$ cat config.mk
export PLATFORM = sky130hd
export DESIGN_NAME = led_seq_ctrl
export DESIGN_NICKNAME = d
export VERILOG_FILES = /design/src/rtl/led_seq_ctrl.sv
export SDC_FILE = /design/constraint.sdc
export NUM_CORES = 1
export LEC_CHECK = 0
export CORE_UTILIZATION = 35
export DETAILED_ROUTE_END_ITERATION = 8
export HOLD_SLACK_MARGIN = 0.1
export PLACE_DENSITY = 0.65
export SYNTH_ARGS = -nofsm -noshare
export SYNTH_HDL_FRONTEND = slang
export SYNTH_SLANG_ARGS = --single-unit
$ cat constraint.sdc
create_clock -name sys_clk -period 1.9 [get_ports sys_clk]
set_input_delay 0.285 -clock sys_clk [delete_from_list [all_inputs] [get_ports sys_clk]]
set_output_delay 0.285 -clock sys_clk [all_outputs]
set_load 0.1 [all_outputs]
$ cat src/rtl/led_seq_ctrl.sv
// LED bank sequencer: programmable step time base plus off/blink/flow/bounce mode FSM.
module led_seq_ctrl #(
  parameter int              LED_NUM = 4,
  parameter int              CNT_W   = 25,
  parameter logic [CNT_W-1:0] CNT_MAX = CNT_W'(24_999_999)
) (
  input  logic               sys_clk,
  input  logic               sys_rst_n,
  input  logic               mode_next,
  input  logic               pause,
  input  logic               cfg_valid,
  input  logic [CNT_W-1:0]   cfg_period,
  output logic               cfg_ready,
  output logic [LED_NUM-1:0] led_out,
  output logic [1:0]         mode,
  output logic               tick
);

  typedef enum logic [1:0] {
    IDLE   = 2'd0,
    BLINK  = 2'd1,
    FLOW   = 2'd2,
    BOUNCE = 2'd3
  } mode_t;

  localparam logic DIR_LEFT  = 1'b0;
  localparam logic DIR_RIGHT = 1'b1;
  localparam logic [LED_NUM-1:0] ONE_HOT0 = LED_NUM'(1);

  mode_t              state, state_nxt;
  logic [CNT_W-1:0]   cnt, cnt_nxt;
  logic [CNT_W-1:0]   period_r, period_nxt;
  logic               dir, dir_nxt;
  logic [LED_NUM-1:0] led_nxt, shifted;
  logic               tick_nxt, cfg_ready_nxt;
  logic               term, xfer;

  always_ff @(posedge sys_clk or negedge sys_rst_n) begin
    if (!sys_rst_n) begin
      state     <= IDLE;
      cnt       <= '0;
      period_r  <= CNT_MAX;
      dir       <= DIR_LEFT;
      led_out   <= '0;
      tick      <= 1'b0;
      cfg_ready <= 1'b1;
    end else begin
      state     <= state_nxt;
      cnt       <= cnt_nxt;
      period_r  <= period_nxt;
      dir       <= dir_nxt;
      led_out   <= led_nxt;
      tick      <= tick_nxt;
      cfg_ready <= cfg_ready_nxt;
    end
  end

  always_comb begin
    state_nxt     = state;
    cnt_nxt       = cnt;
    period_nxt    = period_r;
    dir_nxt       = dir;
    led_nxt       = led_out;
    shifted       = '0;
    term          = (cnt == period_r) && !pause;
    xfer          = cfg_valid && cfg_ready;
    tick_nxt      = term;

    if (mode_next) begin
      unique case (state)
        IDLE:    state_nxt = BLINK;
        BLINK:   state_nxt = FLOW;
        FLOW:    state_nxt = BOUNCE;
        default: state_nxt = IDLE;
      endcase
    end

    if (!pause) begin
      cnt_nxt = term ? '0 : cnt + CNT_W'(1);
    end
    if (xfer || mode_next) begin
      cnt_nxt = '0;
    end

    // A zero period would make every cycle terminal; the shortest step is two cycles.
    if (xfer) begin
      period_nxt = (cfg_period == '0) ? CNT_W'(1) : cfg_period;
    end

    if (mode_next) begin
      dir_nxt = DIR_LEFT;
      led_nxt = (state_nxt == FLOW || state_nxt == BOUNCE) ? ONE_HOT0 : '0;
    end else if (term) begin
      unique case (state)
        IDLE:  led_nxt = led_out;
        BLINK: led_nxt = ~led_out;
        FLOW:  led_nxt = {led_out[LED_NUM-2:0], led_out[LED_NUM-1]};
        default: begin
          if (dir == DIR_LEFT) begin
            shifted = led_out << 1;
            if (shifted[LED_NUM-1]) dir_nxt = DIR_RIGHT;
          end else begin
            shifted = led_out >> 1;
            if (shifted[0]) dir_nxt = DIR_LEFT;
          end
          led_nxt = shifted;
        end
      endcase
    end

    cfg_ready_nxt = (state_nxt == IDLE);
  end

  assign mode = state;

endmodule

# Yosys cells after proc, flatten, opt, wreduce, memory -nomap -nowiden
# Cells that the tools add are included.
[totals]
ff_bits = 59
latchBits = 0
ram_bits = 0
romBits = 0
output_inout_bits = 8
elab_cells = 46
n_memories = 0
[op_classes]
add_sub_neg = 1
multipliers = 0
div_mod_pow = 0
n_lt_le_gt_ge = 0
eq_ne = 8
n_shift = 0
mux = 17
n_bitwise = 1
n_reduce_logical = 12
[ops]
columns = ["cell", "count"]
rows = [
  ["2-to-1 mux 25 bit", 4],
  ["adder 25 x 1 -> 25 bit, second input constant", 1],
  ["equality test 25 bit", 1],
  ["zero test 25 bit", 1],
  ["2-to-1 mux 4 bit", 3],
  ["case mux 4 bit (3 select lines)", 1],
  ["2-to-1 mux 1 bit", 7],
  ["equality test 2 bit, second input constant", 3],
  ["case mux 2 bit (3 select lines)", 1],
  ["zero test 2 bit", 2],
  ["inequality test 2 x 1 -> 1 bit, second input constant", 2],
  ["inverter 4 bit", 1],
  ["AND reduction 2 bit", 2],
  ["OR reduction 3 bit", 1],
  ["equality test 2 x 1 -> 1 bit, second input constant", 1],
  ["logical AND 1 bit", 2],
  ["logical OR 1 bit", 2],
  ["2-to-1 mux 2 bit", 1],
  ["inequality test 2 bit, second input constant", 1],
  ["nonzero test 2 bit", 1],
  ["zero test 1 bit", 1],
]

# Longest topological paths before layout
# Gate-level depths: netlist of run 1.
[depth]
word_depth = 7
ltp_mapped = 9
depth_no_buf = 8

# Least setup slack after synthesis of run 1
# Ideal clock, no wire load.
[synth_timing]
kind = "reg2reg"
start = "register state[0] (netlist: mode[0])"
end = "register led_out[3]"
t_arrival_ps = 2147
slack_ps = -379
stages_incl_launch_ff = 9
synth_period_minus_slack_ps = 2279
path_cell_list = "dfrtp_1 > inv_1 > ha_1 > clkbuf_1 > o21ai_0 > nand2_1 > o21ai_0 > mux2i_1 > nor2_1"
[synth_between]
elab_chain_len = 4
word_cells_on_any_way = 8
[synth_rtl]
columns = ["item", "line_no", "text"]
rows = [
  ["start, declared", "30", "mode_t state, state_nxt;"],
  ["start signal, assigned", "48", "state <= state_nxt;"],
  ["equality test 2 bit, or another cell as far along", "94", "unique case (state)"],
  ["case mux 4 bit (3 select lines)", "94", ""],
  ["2-to-1 mux 4 bit", "93", "end else if (term) begin"],
  ["2-to-1 mux 4 bit", "90", "if (mode_next) begin"],
  ["end signal, assigned", "52", "led_out <= led_nxt;"],
  ["end, declared", "14", "output logic [LED_NUM-1:0] led_out,"],
]
# Several ways; a longest one is shown, not always the timed one. The select of a mux whose other input is x is not followed.
# A chain may end at the register's enable or synchronous reset.

# Worst setup path after layout of run 1
[layout_timing]
start = "register period_r[4]"
end = "register cnt[20]"
[layout_between]
elab_chain_len = 5
[layout_rtl]
columns = ["item", "line_no", "text"]
rows = [
  ["start, declared", "32", "logic [CNT_W-1:0] period_r, period_nxt;"],
  ["start signal, assigned", "50", "period_r <= period_nxt;"],
  ["equality test 25 bit", "65", "term = (cnt == period_r) && !pause;"],
  ["logical AND 1 bit", "65", ""],
  ["2-to-1 mux 25 bit", "79", "cnt_nxt = term ? '0 : cnt + CNT_W'(1);"],
  ["2-to-1 mux 25 bit", "78", "if (!pause) begin"],
  ["2-to-1 mux 25 bit", "81", "if (xfer || mode_next) begin"],
  ["end signal, assigned", "49", "cnt <= cnt_nxt;"],
  ["end, declared", "31", "logic [CNT_W-1:0] cnt, cnt_nxt;"],
]
# Every way passes these cells. The select of a mux whose other input is x is not followed.

==> results of run 1 <==
==> kinds of logic (layout without fill, tap and decap cells) <==
| kind of cell | count (synthesis) | in the layout | share of synthesized area (%) |
|---|---|---|---|
| fa+ha+maj | 5 | 5 | 1.97 |
| simple gates | 116 | 116 | 20.2 |
| buf+inv | 14 | 112 | 2.05 |
| flops | 59 | 59 | 47.3 |
| compound gates | 32 | 33 | 6.79 |
| xor+xnor | 41 | 41 | 11.3 |
| mux | 30 | 30 | 10.4 |
==> Yosys cell counts (all sizes together) <==
library cell	n
dfrtp	41
xor2	37
nand2	33
nor2	29
mux2	24
dfstp	18
o21ai	14
nor4	12
nand3	8
inv	6
mux2i	6
nand4	6
a21oi	5
clkbuf	5
ha	5
nor3	5
and3	4
and4	4
xnor2	4
and2	3
buf	3
a21o	2
a22o	2
nand2b	2
nor2b	2
o31a	2
or3b	2
or4	2
a21boi	1
a31oi	1
a41o	1
a41oi	1
nand4b	1
nor4b	1
o21bai	1
o2bb2a	1
o41ai	1
or3	1
or4b	1
==> worst max path at each step <==
stage | from | end | cells after the start
4_1_cts | period_r[2] | led_out[1] | 7
3_5_place_dp | period_r[0] | cnt[22] | 7
3_3_place_gp | period_r[22] | led_out[2] | 7
2_1_floorplan | mode[1] | led_out[3] | 8
5_1_grt | period_r[4] | cnt[20] | 7
6_report | period_r[4] | cnt[20] | 7
==> area by class of cell <==
class / count / area (µm²) / share of cell area, %
clock inverter: 4 / 26.3 / 0.582
clock buffer: 12 / 145 / 3.22
sequential: 59 / 1510 / 33.5
inverter: 6 / 22.5 / 0.499
tap: 108 / 135 / 2.99
timing repair buffer: 90 / 833 / 18.5
multi-input combinational: 225 / 1840 / 40.8
==> power groups by stage <==
| stage | combinational (mW) | sequential, mW | clock [mW] |
|---|---|---|---|
| after detailed placement | 1.66 | 2.03 | 0 |
| final | 1.82 | 2.04 | 1.01 |
| after global routing | 1.97 | 2.09 | 1.08 |
| after floorplan | 0.907 | 2.25 | 0 |
| after global placement | 1.63 | 2.01 | 0 |
| after CTS | 1.75 | 2.02 | 1.02 |
==> timing repair <==
action | in CTS | in global routing
gates resized for setup | 22 | 33
setup endpoints to repair | 30 | 30
buffers inserted | 5 | 4
endpoints found under the hold margin | 41 | 0
hold buffers | 1 | 0
cloned | 1 | 0
pin swaps | 10 | 19
==> registers in the layout, indices dropped and copies added (netlist names) <==
| name | flops |
|---|---|
| dir | 1 |
| tick | 1 |
| period_r | 25 |
| cnt | 25 |
| mode | 2 |
| cfg_ready | 1 |
| led_out | 4 |
==> worst register-to-register path, delay by kind of cell, from the launching register on <==
kind | cells | cell delay [ns]
AO/OA/AOI/OAI | 3 | 0.59
XOR/XNOR | 1 | 0.08
buffers and inverters | 1 | 0.15
flip-flops | 1 | 0.54
AND/OR/NAND/NOR | 2 | 0.51
==> routing by layer <==
metal	track usage (%)	part of all wire, %	up-vias
met4	7.81	1.7	0
met1	24.3	47	1265
li1	-	-	1233
met2	27.6	49	47
met3	3.17	2.6	10
met5	0	0	-
==> through the flow <==
stage	utilization (%)	cells	hold slack, ns
2_1_floorplan	-	297	-0.0106
3_3_place_gp	45.7	478	0.311
3_5_place_dp	45.7	478	0.312
4_1_cts	49.6	501	0.488
5_1_grt	51.5	504	0.511
6_report	51.5	504	0.483
==> metrics.md, run 1 <==
| Metric | Value |
|---|---|
| Commonest non-fill, non-tap cell in the layout | `buf_4` |
| Worst path arrival time | `2.23 ns` |
| DRT antenna net count | `0` |
| Detailed Place HPWL | `between 5000 and 6000 µm` |
| Fmax | `about 500 MHz` |
| Minimum clock period | `approximately 2 ns` |
| Drt wl/cell | `~16 µm` |
| Most frequent cells in the layout | `buf_4 (46), dfrtp_1 (37), nand2_1 (32), xor2_1 (29), clkdlybuf4s50_1 (28)` |
| Clk pwr share | `around a fifth` |
| Worst-Margin Slew | `0.425 ns` |
| Die area | `between 9000 and 10000 µm²` |
| Die X | `between 90 and 100 µm` |
| CTS root buf | `clkbuf_8` |
| Vias | `~2600` |
| Critical path required time | `2.13 ns` |
| P_int | `~3 mW` |
| N_diodes | `0` |
| Status | `finished with violations` |
| Synth top area share | `roughly a third` |
| Clock Tree Buf Depth | `2` |
| Final WL | `slightly below 8000 µm` |
| Net Sw Power | `between 1.5 and 2 mW` |
| Crit path launch type | `register` |
| Core Area | `about 8800 µm²` |
| Die Ht | `about 100 µm` |
| Critical path fanouts, max | `6` |
| Max VDD drop | `between 1 and 1.5 mV` |
| Gp weighted congestion | `0.791` |
| Pin count of the biggest net entering global routing | `60` |
| Part of the cycle the worst path needs | `105%` |
| PnR worst setup slack | `-0.100 ns` |
| Nets | `426` |
| Final setup viols | `21` |
| Share of power burned in registers | `a little over two fifths` |
| H-Tree Depth | `3` |
| Input/output buffers | `37` |
| Sequential share of the synthesized area | `between 40% and 50%` |
| Grt total ovfl | `0` |
| Yosys top cell by area | `dfrtp_1` |
| GRT Util Overall | `between 10% and 20%` |
| Vias per inst | `5.07` |
| Setup TNS | `-1.20 ns` |
| Cell family with most CP delay | `compound AO/OA/AOI/OAI gates` |
| Number of global-route vias before repair | `between 2000 and 3000` |
| R2R depth | `7` |
| CTS tree | `done` |
| Area contributors post-synth | `dfrtp_1 (32%), dfstp_2 (15%), xor2_1 (10%)` |
| CP Buf/Inv Count | `1` |
| Hold crit path type | `in -> async` |
| Worst-Skew Late Latency | `about 0.35 ns` |
| Drt first pass iters | `5` |
| Fraction of layout cells with a size suffix above 1 | `between 40% and 50%` |
| First-pass GRT wire length | `about 13000 µm` |
| Ports | `38` |
| Netlist cell types | `a little over 50` |
| Fill count | `780` |
| DRT iter0 DRCs | `149` |
| Slowest stage cell, crit path | `dfstp_2` |
| Syn nets | `332` |
| TritonCTS Buffers | `9` |
| Max Cap Viol | `0` |
| Worst reg2reg endpoint | `cnt[20]` |
| Final instance area | `4510 µm²` |
| Reg2reg start | `period_r[4]` |
| Slew HR | `71.6%` |
| Initial antenna violation count | `0` |
| RSZ-0062 raised after global routing | `yes` |
| Worst-path clk slew | `about 0.07 ns` |
| Syn Inst Count | `slightly below 300` |
| Slowest stage delay, CP | `between 0.5 and 0.6 ns` |
| Pins Over Slew Limit | `0` |
| Warnings from Yosys | `0` |
| Post-route DRC | `0` |
| Hold Vio Cnt, Final | `0` |
| PwrDens | `approximately 1100 nW/µm²` |
| Flops & latches, synth | `just under 60` |
| Sink Count | `59` |
| Crit-path cells | `xor2_1 -> nor4_1 -> nand3_2 -> buf_6 -> o21ai_4 -> o21ai_0 -> a22o_1` |
| Crit end category | `register` |
| FP Rows | `34` |
| Logic pwr share | `37.5%` |
| WS Path Type | `reg -> reg` |
| Dpl ws | `-0.207 ns` |
| Switching share of power | `a little under two fifths` |
| Initial Utilization | `a little over a third` |
| Reg2Reg Setup Slack | `-0.10 ns` |
| Design Power | `4.87 mW` |
| Pleak | `approximately 2.0 nW` |
| Placement Cell Area | `roughly 4000 µm²` |
| Failing checks | `negative setup slack` |
| Synthesized cell area | `3170 µm²` |
| Synth-to-Final Area Change | `42.3%` |
| Skew final | `slightly above 0.007 ns` |
| Avg Inst Size Synth | `~11 µm²` |
No activity file was read; power rests on OpenSTA's default activity.
==> run 2, diff against run 1 <==
--- a/config.mk
+++ b/config.mk
@@ -5,6 +5,7 @@
 export SDC_FILE = /design/constraint.sdc
 export NUM_CORES = 1
 export LEC_CHECK = 0
+export ABC_CLOCK_PERIOD_IN_PS = 1900
 export CORE_UTILIZATION = 35
 export DETAILED_ROUTE_END_ITERATION = 8
 export HOLD_SLACK_MARGIN = 0.1
==> results of run 2 <==
No change in the layout: final DEF, timing and power equal those of run 1.
==> run 3, diff against run 2 <==
--- a/config.mk
+++ b/config.mk
@@ -6,10 +6,10 @@
 export NUM_CORES = 1
 export LEC_CHECK = 0
 export ABC_CLOCK_PERIOD_IN_PS = 1900
-export CORE_UTILIZATION = 35
+export CORE_UTILIZATION = 40
 export DETAILED_ROUTE_END_ITERATION = 8
 export HOLD_SLACK_MARGIN = 0.1
-export PLACE_DENSITY = 0.65
+export PLACE_DENSITY = 0.72
 export SYNTH_ARGS = -nofsm -noshare
 export SYNTH_HDL_FRONTEND = slang
 export SYNTH_SLANG_ARGS = --single-unit
==> run 3 against run 2 <==
Against the previous run:
- the flow still finishes with violations (negative setup slack)
- core utilization is 4.9 points higher
- non-clock buffer count is 7 lower
- sequential share of layout area grew 1.3 points
- clock power grew 9%
- critical path depth is 1 lower
- routed wire length is 4.8% lower
- sequential power about the same
- fmax is 0.83% lower
- sequential cell count unchanged
- largest power group unchanged
==> metrics.md, run 3 (synthesized netlist as in run 1, its figures left out) <==
| Metric | Value |
|---|---|
| Status | `finished with violations` |
| Failing checks | `negative setup slack` |
| Fin cells | `490 (-2.8%)` |
| Nets | `418 (-1.9%)` |
| Final setup viols | `23 (+9.5%)` |
| Initial Utilization | `41.3% (+5.1 points)` |
| Minimum clock period | `2.02 ns (+0.0168 ns)` |
| Vias | `2499 (-2.2%)` |
| Critical path fanouts, max | `9 (+3)` |
| Part of the cycle the worst path needs | `106% (+0.89 points)` |
| CTS root buf | `clkbuf_8` |
| WS Path Type | `reg -> reg` |
| Met3 Resource Use GR | `3.02% (-0.15 points)` |
| Sink Count | `59 (unchanged)` |
| Regs by FF count | `cnt x25, period_r x25, led_out x4` |
| DRT iter0 DRCs | `148 (-0.67%)` |
| Critical path required time | `2.13 ns (about the same)` |
| Vias per inst | `5.10 (+0.60%)` |
| Fraction of layout cells with a size suffix above 1 | `36.3% (-6.6 points)` |
| Worst path arrival time | `2.25 ns (+0.02 ns)` |
| PnR worst setup slack | `-0.117 ns (-0.0168 ns)` |
| PwrDens | `1120 nW/µm² (+4.0%)` |
| DRT antenna net count | `0 (unchanged)` |
| N_diodes | `0 (unchanged)` |
| GRT Util Overall | `19.4% (+1.6 points)` |
| Die Ht | `91.0 µm (-6.3%)` |
| Pin count of the biggest net entering global routing | `42 (-30%)` |
| Met2 GRT Util | `29.7% (+2.0 points)` |
| Fill count | `633 (-19%)` |
| RSZ-0062 raised after global routing | `yes` |
| First-pass GRT wire length | `12400 µm (-4.7%)` |
| Dpl ws | `-0.229 ns (-0.0219 ns)` |
| Input/output buffers | `37 (unchanged)` |
| Grt total ovfl | `0 (unchanged)` |
| Met1 GRT Util | `27.7% (+3.4 points)` |
| Gp weighted congestion | `0.852 (+7.6%)` |
| Most frequent cells in the layout | `buf_4 (43), dfrtp_1 (39), xor2_1 (35), nand2_1 (33), clkdlybuf4s50_1 (28)` |
| TritonCTS Buffers | `9 (unchanged)` |
| Die X | `91.0 µm (-6.3%)` |
| Commonest non-fill, non-tap cell in the layout | `buf_4` |
| Worst-Skew Late Latency | `0.34 ns (about the same)` |
| Crit end category | `register` |
| Placed Cells | `471 (-1.5%)` |
| Pins Over Slew Limit | `0 (unchanged)` |
| Max VDD drop | `1.15 mV (+9.4%)` |
| H-Tree Depth | `3 (unchanged)` |
| Max Cap Viol | `0 (unchanged)` |
| Post-route DRC | `0 (unchanged)` |
| Setup TNS | `-1.20 ns (-0.00123 ns)` |
| Pleak | `1.92 nW (-1.7%)` |
| Fmax | `496 MHz (-0.83%)` |
| Final WL | `7490 µm (-4.8%)` |
| FP Rows | `32 (-5.9%)` |
| Finished Core Util | `56.5% (+4.9 points)` |
| Worst-path clk slew | `0.07 ns (about the same)` |
| Worst-Margin Slew | `0.482 ns (+0.0567 ns)` |
| Ports | `38 (unchanged)` |
| Die area | `8290 µm² (-12%)` |
| Register area | `1510 µm² (-0.17%)` |
| Drt wl/cell | `15.3 µm (-2.0%)` |
| Detailed Place HPWL | `5570 µm (-0.26%)` |
| Initial antenna violation count | `0 (unchanged)` |
| Slew HR | `67.9% (-3.8 points)` |
| Drt first pass iters | `6 (+1)` |
| Crit path launch type | `register` |
| Synth-to-Final Area Change | `36.8%` |
| Hold Vio Cnt, Final | `0 (unchanged)` |
| Gr busiest metal | `met2` |
| Core Area | `7690 µm² (-12%)` |
| Area taken by multi-input logic gates | `1720 µm² (-6.5%)` |
| CTS tree | `done` |
| Design Power | `4.87 mW (about the same)` |
| Skew final | `0.00492 ns (-0.00227 ns)` |
| Number of global-route vias before repair | `2410 (-6.7%)` |
| Clock Tree Buf Depth | `2 (unchanged)` |
| Hold crit path type | `in -> async` |
[run 3: where the power goes]
part           total, mW  switching (mW)  leakage, nW  internal (mW)
registers           2.02           0.276        0.735           1.74
clock network       1.10           0.496       0.0971          0.601
logic               1.75           0.982         1.09          0.771
total               4.87            1.75         1.92           3.11
[run 3: metrics by stage]
stage / cell area [µm²] / hold WS, ns
after global routing: 4340 / 0.459
after CTS: 4270 / 0.439
after detailed placement: 3990 / 0.270
after global placement: 3990 / 0.263
final: 4340 / 0.425
after floorplan: 3190 / -0.0106
[run 3: area by class of cell]
cell class                      instances  share of cell area, %
Multi-Input combinational cell        224                   39.7
Sequential cell                        59                   34.7
Timing Repair Buffer                   83                   17.8
Clock buffer                           11                   3.03
Tap cell                              102                   2.94
Clock inverter                          5                   1.24
Inverter                                6                  0.519
[run 3: worst paths after layout]
check | from | endpoint | slack (ns) | cells after the start
worst max-delay path | period_r[19] | cnt[20] | -0.12 | 6
worst min register to register | period_r[0] | period_r[0] | 0.50 | 2
worst max register to register | period_r[19] | cnt[20] | -0.12 | 6
min in group sys_clk | period_r[0] | period_r[0] | 0.50 | 2
max in group asynchronous | sys_rst_n | period_r[22] | 0.83 | 3
worst min-delay path | sys_rst_n | period_r[8] | 0.42 | 2
[run 3: timing repair]
item,in CTS,in global routing
gates cloned,0,0
hold buffers,1,0
hold endpoints to repair,14,0
gates resized for setup,12,14
pin swaps,5,5
buffers inserted,1,2
setup endpoints to repair,30,30
[run 3: metal layers]
layer  wire length (µm)  share of wire [%]
met5                  0                  0
met4                116                1.5
met3                234                3.1
met2               3600                 48
met1               3540                 47
[run 3: critical path, cell delays in order, from the launching register on]
cell	delay (ns)
dfstp_2	0.56
xor2_2	0.08
nor4_4	0.37
nand4_4	0.18
o21ai_4	0.29
o21ai_0	0.17
a22o_1	0.25
==> variant, RTL diff (flow settings as in run 1) <==
Set the parameter `LED_NUM` to 5 (it was 4).
--- a/src/rtl/led_seq_ctrl.sv
+++ b/src/rtl/led_seq_ctrl.sv
@@ -1,6 +1,6 @@
 // LED bank sequencer: programmable step time base plus off/blink/flow/bounce mode FSM.
 module led_seq_ctrl #(
-  parameter int              LED_NUM = 4,
+  parameter int              LED_NUM = 5,
   parameter int              CNT_W   = 25,
   parameter logic [CNT_W-1:0] CNT_MAX = CNT_W'(24_999_999)
 ) (
Interface: changed (resized led_out); port bits go from 38 to 39. The function was not compared with the original's and may differ.
==> variant against run 1 <==
The flow still finishes with violations (setup timing); wire length is 8.4% higher; sequential cell count grew 1; cell area is 2.0% higher; largest cell class unchanged; die area grew 0.46%; setup slack worse by 0.23 ns; count of clock-buffer cells in the layout decreased by 3; power grew 5.1%; synthesized area is 0.47% higher.
==> variant: results (changes against run 1) <==
violated checks -> setup timing
GPL Wtd Cong -> 0.830 (+4.9%)
first-pass GRT wire length -> 13300 µm (+2.6%)
WL final -> 8520 µm (+8.4%)
register area share after synthesis -> 47.8% (+0.56 points)
Placed Area -> 4080 µm² (+1.8%)
data arrival time of the critical path -> 2.46 ns (+0.23 ns)
PnR worst setup slack -> -0.329 ns (-0.228 ns)
FF-to-FF Start -> period_r[18]
ranking of synthesized cells by area -> dfrtp_1 33%, dfstp_2 15%, xor2_1 9.1%
I/O Buffers -> 38 (+2.7%)
GRT Total Usage -> 18.0% (+0.27 points)
status -> complete, but fails checks
Compound-Gate Fraction of Synth Area -> 9.50% (+2.7 points)
number of global-route vias before repair -> 2686 (+3.9%)
Vias/cell -> 5.28 (+4.2%)
initial DRC count -> 124 (-17%)
Synth Area in Adders -> 1.96% (-0.0093 points)
DR pass1 iterations -> 4 (-1)
multi-input combinational cell area -> 1790 µm² (-2.8%)
largest net degree at the start of global routing -> 61 (+1.7%)
Finished Layout Cells -> 517 (+2.6%)
mux share of post-synthesis cell area -> 9.74% (-0.68 points)
total negative setup slack -> -5.46 ns (-4.26 ns)
dpl cells -> 496 (+3.8%)
final setup vio count -> 31 (+48%)
worst slew pin tran -> 0.527 ns (+0.101 ns)
## variant: cell families after synthesis
group	Yosys count
XOR/XNOR	38
multiplexers	28
AND/OR/NAND/NOR	113
AO/OA/AOI/OAI	42
buffers and inverters	23
adder cells (fa/ha/maj)	5
flip-flops	60
## variant: worst min-delay path by stage
stage | depth (start not counted) | end | slack (ns)
6_report | 3 | cnt[21] | 0.48
5_1_grt | 3 | led_out[2] | 0.52
2_1_floorplan | 0 | cnt[0] | -0.01
3_5_place_dp | 2 | led_out[2] | 0.31
4_1_cts | 3 | led_out[2] | 0.48
3_3_place_gp | 2 | led_out[2] | 0.31
## variant: critical path, stage by stage, from the launching register on
cell and delay (ns):
dfstp_2 0.54, xor2_1 0.07, nor4_2 0.38, nand4_1 0.21, or2_1 0.28, buf_4 0.15
buf_6 0.12, o21ai_0 0.25, a21oi_2 0.10
## variant: layer usage
layer / GRT usage, % / share of wire, % / vias up
met4: 10.2 / 2.9 / 0
met1: 24.4 / 43 / 1336
met3: 2.16 / 4.8 / 21
met5: 0 / 0 / -
li1: - / - / 1290
met2: 28.0 / 49 / 85
## variant: layout make-up
cell class	instances	area share [%]
timing repair buffer	95	19.0
clock buffer	9	2.69
inverter	12	0.978
multi-input combinational	226	38.9
clock inverter	7	2.20
tap	108	2.93
sequential	60	33.3
## variant: power by group through the flow
stage,sequential [mW],clock (mW),combinational [mW]
after floorplan,2.27,0,0.870
after global placement,2.08,0,1.62
after detailed placement,2.08,0,1.65
after CTS,2.06,1.32,1.68
after global routing,2.09,1.36,1.89
final,2.06,1.30,1.75
## variant: what timing repair did
action                                 4_1_cts  5_1_grt
pin swaps                                    3       20
endpoints found under the hold margin       42        0
setup endpoints to repair                   26       32
gates cloned                                 1        0
hold buffers                                 1        0
gates resized for setup                      9       54
buffers inserted                             3        2
